### config.mk
export PLATFORM = sky130hd
export DESIGN_NAME = mips_inst_feeder
export DESIGN_NICKNAME = d
export VERILOG_FILES = /design/src/rtl/mips_inst_feeder.sv
export SDC_FILE = /design/constraint.sdc
export NUM_CORES = 1
export LEC_CHECK = 0
export BUFFER_PORTS_ARGS = -buffer_cell sky130_fd_sc_hd__buf_4
export CAP_MARGIN = 0
export CORE_ASPECT_RATIO = 0.7
export CORE_MARGIN = 3
export CORE_UTILIZATION = 49
export DETAILED_ROUTE_END_ITERATION = 10
export PLACE_DENSITY_LB_ADDON = 0.12
export RECOVER_POWER = 25
export SLEW_MARGIN = 20
export SYNTH_ARGS = -nofsm -noshare
export SYNTH_HDL_FRONTEND = slang
export SYNTH_SLANG_ARGS = --single-unit
### constraint.sdc
create_clock -name clk -period 5.8 [get_ports clk]
set_input_delay 0.29 -clock clk [delete_from_list [all_inputs] [get_ports clk]]
set_output_delay 0.29 -clock clk [all_outputs]
set_load 0.005 [all_outputs]
### src/rtl/mips_inst_feeder.sv
// mips_inst_feeder: instruction-side responder for the single-cycle MIPS core.
// Buffers host instructions in a FIFO and issues one per clock on extInst.
// Optional feature macro: MIPS_FEEDER_REDIRECT_EN enables discontinuity
// detection with flush and redirect to the host. When it is undefined,
// redirect and redirect_pc are tied low.
module mips_inst_feeder #(
    parameter int unsigned DEPTH = 8,
    parameter logic [31:0] NOP   = 32'h0000_0000
) (
    input  logic                       clk,
    input  logic                       rst,
    input  logic                       in_valid,
    input  logic [31:0]                in_inst,
    output logic                       in_ready,
    input  logic                       hold,
    output logic [31:0]                extInst,
    output logic                       inst_valid,
    input  logic [31:0]                pc_current,
    input  logic [31:0]                pc_next,
    output logic                       redirect,
    output logic [31:0]                redirect_pc,
    output logic [$clog2(DEPTH+1)-1:0] level
);

    localparam int unsigned AW = (DEPTH > 1) ? $clog2(DEPTH) : 1;
    localparam int unsigned LW = $clog2(DEPTH + 1);

    localparam logic [0:0] S_RUN   = 1'b0;
    localparam logic [0:0] S_FLUSH = 1'b1;

    logic [31:0]   r_mem [DEPTH];
    logic [AW-1:0] r_wr_ptr;
    logic [AW-1:0] r_rd_ptr;
    logic [LW-1:0] r_count;
    logic [31:0]   r_ext_inst;
    logic          r_inst_valid;

    logic          w_disc;
    logic          w_in_flush;
    logic          w_push;
    logic          w_issue;
    logic          w_pop;
    logic          w_nonempty;

    assign w_nonempty = (r_count != '0);
    assign in_ready   = !rst && (r_count < LW'(DEPTH));

    // A push landing on the discontinuity edge belongs to the stale stream.
    assign w_push  = in_valid && in_ready && !w_disc;
    assign w_issue = !w_in_flush && !hold && !w_disc;
    assign w_pop   = w_issue && w_nonempty;

`ifdef MIPS_FEEDER_REDIRECT_EN
    logic [0:0]  r_state;
    logic [31:0] r_redirect_pc;

    // inst_valid is never set while flushing, so the check only fires in RUN.
    assign w_disc = (r_state == S_RUN) && r_inst_valid && !hold &&
                    (pc_next != pc_current + 32'd4);
    assign w_in_flush  = (r_state == S_FLUSH);
    assign redirect    = w_in_flush;
    assign redirect_pc = r_redirect_pc;

    // Two-state flush controller and resume-PC capture.
    always_ff @(posedge clk) begin
        if (rst) begin
            r_state       <= S_RUN;
            r_redirect_pc <= '0;
        end else begin
            case (r_state)
                S_RUN: begin
                    if (w_disc) begin
                        r_state       <= S_FLUSH;
                        r_redirect_pc <= pc_next;
                    end
                end
                default: r_state <= S_RUN;
            endcase
        end
    end
`else
    logic w_unused_pc;

    assign w_unused_pc = ^{pc_current, pc_next};
    assign w_disc      = 1'b0;
    assign w_in_flush  = 1'b0;
    assign redirect    = 1'b0;
    assign redirect_pc = '0;
`endif

    // FIFO storage write; contents need no reset because the count gates reads.
    always_ff @(posedge clk) begin
        if (w_push) begin
            r_mem[r_wr_ptr] <= in_inst;
        end
    end

    // Pointers and occupancy; a flush empties the FIFO like reset does.
    always_ff @(posedge clk) begin
        if (rst || w_disc) begin
            r_wr_ptr <= '0;
            r_rd_ptr <= '0;
            r_count  <= '0;
        end else begin
            if (w_push) begin
                r_wr_ptr <= r_wr_ptr + 1'b1;
            end
            if (w_pop) begin
                r_rd_ptr <= r_rd_ptr + 1'b1;
            end
            case ({w_push, w_pop})
                2'b10:   r_count <= r_count + 1'b1;
                2'b01:   r_count <= r_count - 1'b1;
                default: r_count <= r_count;
            endcase
        end
    end

    // Issue register: head word or NOP filler, frozen by hold.
    always_ff @(posedge clk) begin
        if (rst) begin
            r_ext_inst   <= NOP;
            r_inst_valid <= 1'b0;
        end else if (w_in_flush || w_disc) begin
            r_ext_inst   <= NOP;
            r_inst_valid <= 1'b0;
        end else if (w_issue) begin
            r_ext_inst   <= w_nonempty ? r_mem[r_rd_ptr] : NOP;
            r_inst_valid <= w_nonempty;
        end
    end

    assign extInst    = r_ext_inst;
    assign inst_valid = r_inst_valid;
    assign level      = r_count;

endmodule
Yosys cells after proc, flatten, opt, wreduce, memory -nomap -nowiden --
Memories as Yosys holds them, arrays and structs flattened. A register that Yosys moved wholly into a read port is not among the register bits. Index checks and enable logic that the tools add are counted.
Cells by class: add/sub/neg operators 4, multiply operators 0, eq/ne operators 2, mux-type cells 6, reduce and logical (&&, ||, !) cells 7, div/mod/pow operators 0, order comparisons 1, bitwise gates (word level) 0, shifts and indexed selects 0
Operator list (count):
- 32-bit 2-to-1 mux | 1
- 4-bit case mux with 2 select lines | 1
- 3-bit by 1-bit adder with 3-bit output (second input constant) | 2
- 3-bit 2-to-1 mux | 2
- 4-bit by 1-bit adder with 4-bit output (second input constant) | 1
- 4-bit < comparator (second input constant) | 1
- 4-bit nonzero test | 1
- 4-bit by 1-bit subtractor with 4-bit output (second input constant) | 1
- 1-bit logical AND | 3
- 2-bit by 1-bit equality test with 1-bit output (second input constant) | 1
- 2-bit equality test (second input constant) | 1
- 1-bit zero test | 2
- 1-bit 2-to-1 mux | 2
- 2-bit nonzero test | 1
Word-level totals: input port bits 100, memory bits (read-only) 0, memory bits (writable) 256, bits in registers 43, memories kept 1, output and inout bits 71, bits in latches 0
Memories:
- r_mem | depth 8, bits a word 32, read ports 1, clocked after Yosys merged registers in 1, wr ports 1, RTL line 31 | logic [31:0] r_mem [DEPTH];

Logic depth before layout (Yosys ltp) --
word-level depth 5, depth in mapped cells 10, mapped depth without buffers 9

Worst setup path before layout --
OpenSTA, ideal clock, no wires.
path type in2reg, from in rst, to mem r_mem[0][0] (enable), data arrival time 3.311 ns, stages on the path 4, required time 5.339 ns, library setup time 0.461 ns, path buffers 1, slack 2.028 ns, path through clkbuf_1 nor3b_1 nand2b_1 nor3_1
On the way: cells in the longest elaborated chain, start to end 5
Ends and longest elaborated chain:
- from (decl) | RTL line 11 | input logic rst,
- 1-bit zero test | RTL line 46 | assign in_ready = !rst && (r_count < LW'(DEPTH));
- 1-bit logical AND | RTL line 46
- 1-bit logical AND | RTL line 49 | assign w_push = in_valid && in_ready && !w_disc;
- 1-bit 2-to-1 mux | RTL line 93 | if (w_push) begin
- 1-bit 2-to-1 mux (implied by the code) | RTL line 94 | r_mem[r_wr_ptr] <= in_inst;
- to (decl) | RTL line 31
No other way between the ends.

Worst setup path in the final report --
from reg r_count[0] (netlist: level[0]), to reg r_count[2] (netlist: level[2])
On the way: cells in the longest elaborated chain, start to end 5
Ends and longest elaborated chain:
- from (decl) | RTL line 34 | logic [LW-1:0] r_count;
- from (signal assigned) | RTL line 112 | 2'b10: r_count <= r_count + 1'b1;
- from (signal assigned) | RTL line 113 | 2'b01: r_count <= r_count - 1'b1;
- from (signal assigned) | RTL line 114 | default: r_count <= r_count;
- 4-bit < comparator | RTL line 46
- 1-bit logical AND | RTL line 46
- 1-bit logical AND | RTL line 49
- 2-bit by 1-bit equality test with 1-bit output / 2-bit equality test (equally long branches) | RTL line 111 | case ({w_push, w_pop})
- 4-bit case mux with 2 select lines / 2-bit nonzero test (equally long branches)
Several ways; a longest one is shown, not always the timed one. A chain may end at the register's enable or synchronous reset.

==> summary.md <==
| Metric | Value |
|---|---|
| Outcome | finished, final reports clean |
| Detailed placement HPWL | 13200 µm |
| Max-cap violations | 0 |
| Worst-Skew Late Latency | about 540 ps |
| Cell Area, Synth | 0.0117 mm² |
| Drt wl/cell | approximately 21 µm |
| Main synth FF type | edfxtp_1 |
| Pre-Repair DR Iteration Count | 5 |
| H-tree levels | 1 |
| Crit-path max FO | 37 |
| Total CTS buffers | 29 |
| Area delta synth->final | 16.4% |
| Final Wtd Congestion | 0.722 |
| Post-synth EDFFs | 256 |
| Max_slew headroom | ~30% |
| DR iter-0 viols | between 300 and 400 |
| Largest family of logic cells by synthesized area | multiplexers |
| Synth Area in Adders | less than 1% |
| Sequential fraction of the synthesis area | about three quarters |
| Synth cell count leaders | edfxtp_1 (256), mux2i_1 (66), dfxtp_1 (46) |
| Hold Fails Final Rpt | 0 |
| Worst Tran Pin Value | 1050 ps |
| Via count | ~6.1k |
| Share of layout cells above drive strength 1 | a little under 20% |
| TritonCTS clock tree | done |
| Post-synthesis cell count | about 660 |
| Yosys top cell by area | edfxtp_1 |
| Grt ovf | 0 |
| Mean area per synthesized cell | 17.7 µm² |
| Mux cell area share after synthesis | around an eighth |
| First-pass GRT wire length | 36200 µm |
| CP startpoint kind | flop |
| Final ANT Viol Nets | 0 |
| Final min period | just under 3000 ps |
| Period utilisation layout | roughly half |
| Critical Path End Type | flop |
| Post-CTS Setup Inserts | 0 |
| Synth Area in Compound Gates | about 5.2% |
| Total wire length | 23800 µm |
| Simple-gate share of the synthesized area | between 3 and 4% |
| Area contributors post-synth | edfxtp_1 (66%), dfxtp_1 (7.9%), mux4_2 (6.0%), mux2i_1 (5.6%), buf_4 (2.1%) |
| Final setup viols | 0 |
| Port bufs | between 70 and 80 |
| Num rows | 46 |
| Cts repair resizes | 0 |
| Count of different cell masters after synthesis | 36 |
| Final net count | roughly 880 |
| CP required | 6270 ps |
| GRT Total Usage | approximately a fifth |
| Initial core utilization | about half |
| Final setup skew | between 10 and 15 ps |
| Worst EP arrival | 3390 ps |
| Initial antenna violation count | 0 |
| Core area | 0.0231 mm² |
| Number of remaining DRC errors | 0 |
| Vias in the first global route | approximately 6k |
| Peak supply drop | 0.338 mV |
| Leak | 4.47 nW |
| Power per cell area | around 390 mW/mm² |
| Slew Limit Fails | 0 |
| I/O Pins | between 150 and 200 |
| CTS Sinks | slightly above 300 |
| Die height | approximately 140 µm |
| Worst-path clk slew | ~70 ps |
| Fmax | 342 MHz |
| Yosys warning count | 0 |
| Most numerous cell in the Yosys netlist | edfxtp_1 |
| Smallest hold slack | around 250 ps |
| Clk buf depth | 3 |
| Die W | between 150 and 200 µm |
| Fillers | 1747 |
| CTS Hold Buffers Added | 32 |
| Die Area | about 0.026 mm² |
| Hold Path Class | in -> reg |
| Root Driver | clkbuf_16 |
| Vias/cell | approximately 5.4 |
| WS Path Type | reg -> reg |
| Setup TNS | 0 ps |
| Seq cells post-synth | a little over 300 |
| Ant. Diodes | 0 |
| Async S/R FF share, synth | 0% |
| Synth Area in XOR/XNOR | less than 1% |
| Largest net degree at the start of global routing | a little over 50 |
| RSZ-0062 raised after global routing | no |
| Share of the synthesized area in the top cell type | roughly two thirds |
## power breakdown
group	total, mW	switching [mW]	internal, mW
registers	2.61	0.145	2.46
clock network	1.85	0.770	1.08
logic	0.884	0.420	0.464
## routing by layer
metal	vias up	part of all wire (%)	GRT usage, %
met5	-	0	0
met4	0	1.5	3.75
met3	30	5.6	3.00
met2	183	48	30.6
met1	3081	45	26.9
li1	2762	-	-
## worst max-delay path, cell delays in order, from the launching register on
cell	delay, ps
dfxtp_1	370
nor4_1	700
nor2_2	30
buf_4	350
ha_1	350
xor2_1	170
ha_1	190
a21oi_1	150
xor2_1	100
or3_1	310
a21oi_1	130
## cells by family after synthesis
group	count (synthesis)
other cells	1
xor+xnor	6
mux	99
buf+inv	71
compound gates	85
simple gates	92
fa+ha+maj	5
flops	302
## final timing paths
path	startpoint	to	cells past startpoint	slack [ps]
setup / recovery	level[0]$_SDFFE_PP0P_	level[2]$_SDFFE_PP0P_	10	2880
setup reg to reg	level[0]$_SDFFE_PP0P_	level[2]$_SDFFE_PP0P_	10	2880
hold reg to reg	extInst[2]$_SDFFE_PP0N_	extInst[2]$_SDFFE_PP0N_	2	470
hold / removal	hold	extInst[9]$_SDFFE_PP0N_	3	250
## state kept, by name, indices dropped and copies added, names as in the netlist, named ones only
signal      cells
level           4
extInst        32
r_wr_ptr        3
r_mem         256
r_rd_ptr        3
inst_valid      1
## through the flow
| stage | setup slack (ps) | utilization, % | power, mW | std cells | area, µm² |
|---|---|---|---|---|---|
| floorplan | 2030 | - | 3.33 | 693 | 11800 |
| global placement | 2660 | 53.9 | 3.51 | 1026 | 12400 |
| detailed placement | 2660 | 53.9 | 3.54 | 1026 | 12400 |
| finish | 2880 | 59.0 | 5.34 | 1112 | 13600 |
| CTS | 2890 | 59.4 | 5.41 | 1112 | 13700 |
| global route | 2690 | 59.0 | 5.58 | 1112 | 13600 |
## placed cells by master (no fill, tap or decap), types with 2 or more instances in the layout
master         instances
bufinv_16              3
clkbuf_16             29
mux2i_1               66
o211ai_1              12
nor2b_1                4
a32oi_1               20
dlygate4sd3_1         32
a21oi_1               16
o21ai_0                4
nor2_4                 6
clkbuf_1              28
edfxtp_1             256
nor2_1                30
dfxtp_1               45
nor3b_1                2
clkinv_1               4
ha_1                   5
nand2_1               18
xor2_1                 4
a22oi_1               32
xnor2_1                2
clkbuf_8               2
inv_6                  2
mux4_2                31
nor3_2                 2
conb_1                33
clkinv_2               6
nand2b_1              24
buf_4                 70
## layout make-up
cell class / count / area (µm²) / area share [%]
flip-flops and latches: 302 / 8610 / 63.2
multi-input cells: 320 / 2750 / 20.2
repair buffers: 123 / 925 / 6.79
clock buffers: 38 / 779 / 5.72
well taps: 312 / 390 / 2.87
clock inverters: 16 / 160 / 1.18
inverters: 1 / 3.75 / 0.0276
No activity file was read; power rests on OpenSTA's default activity.
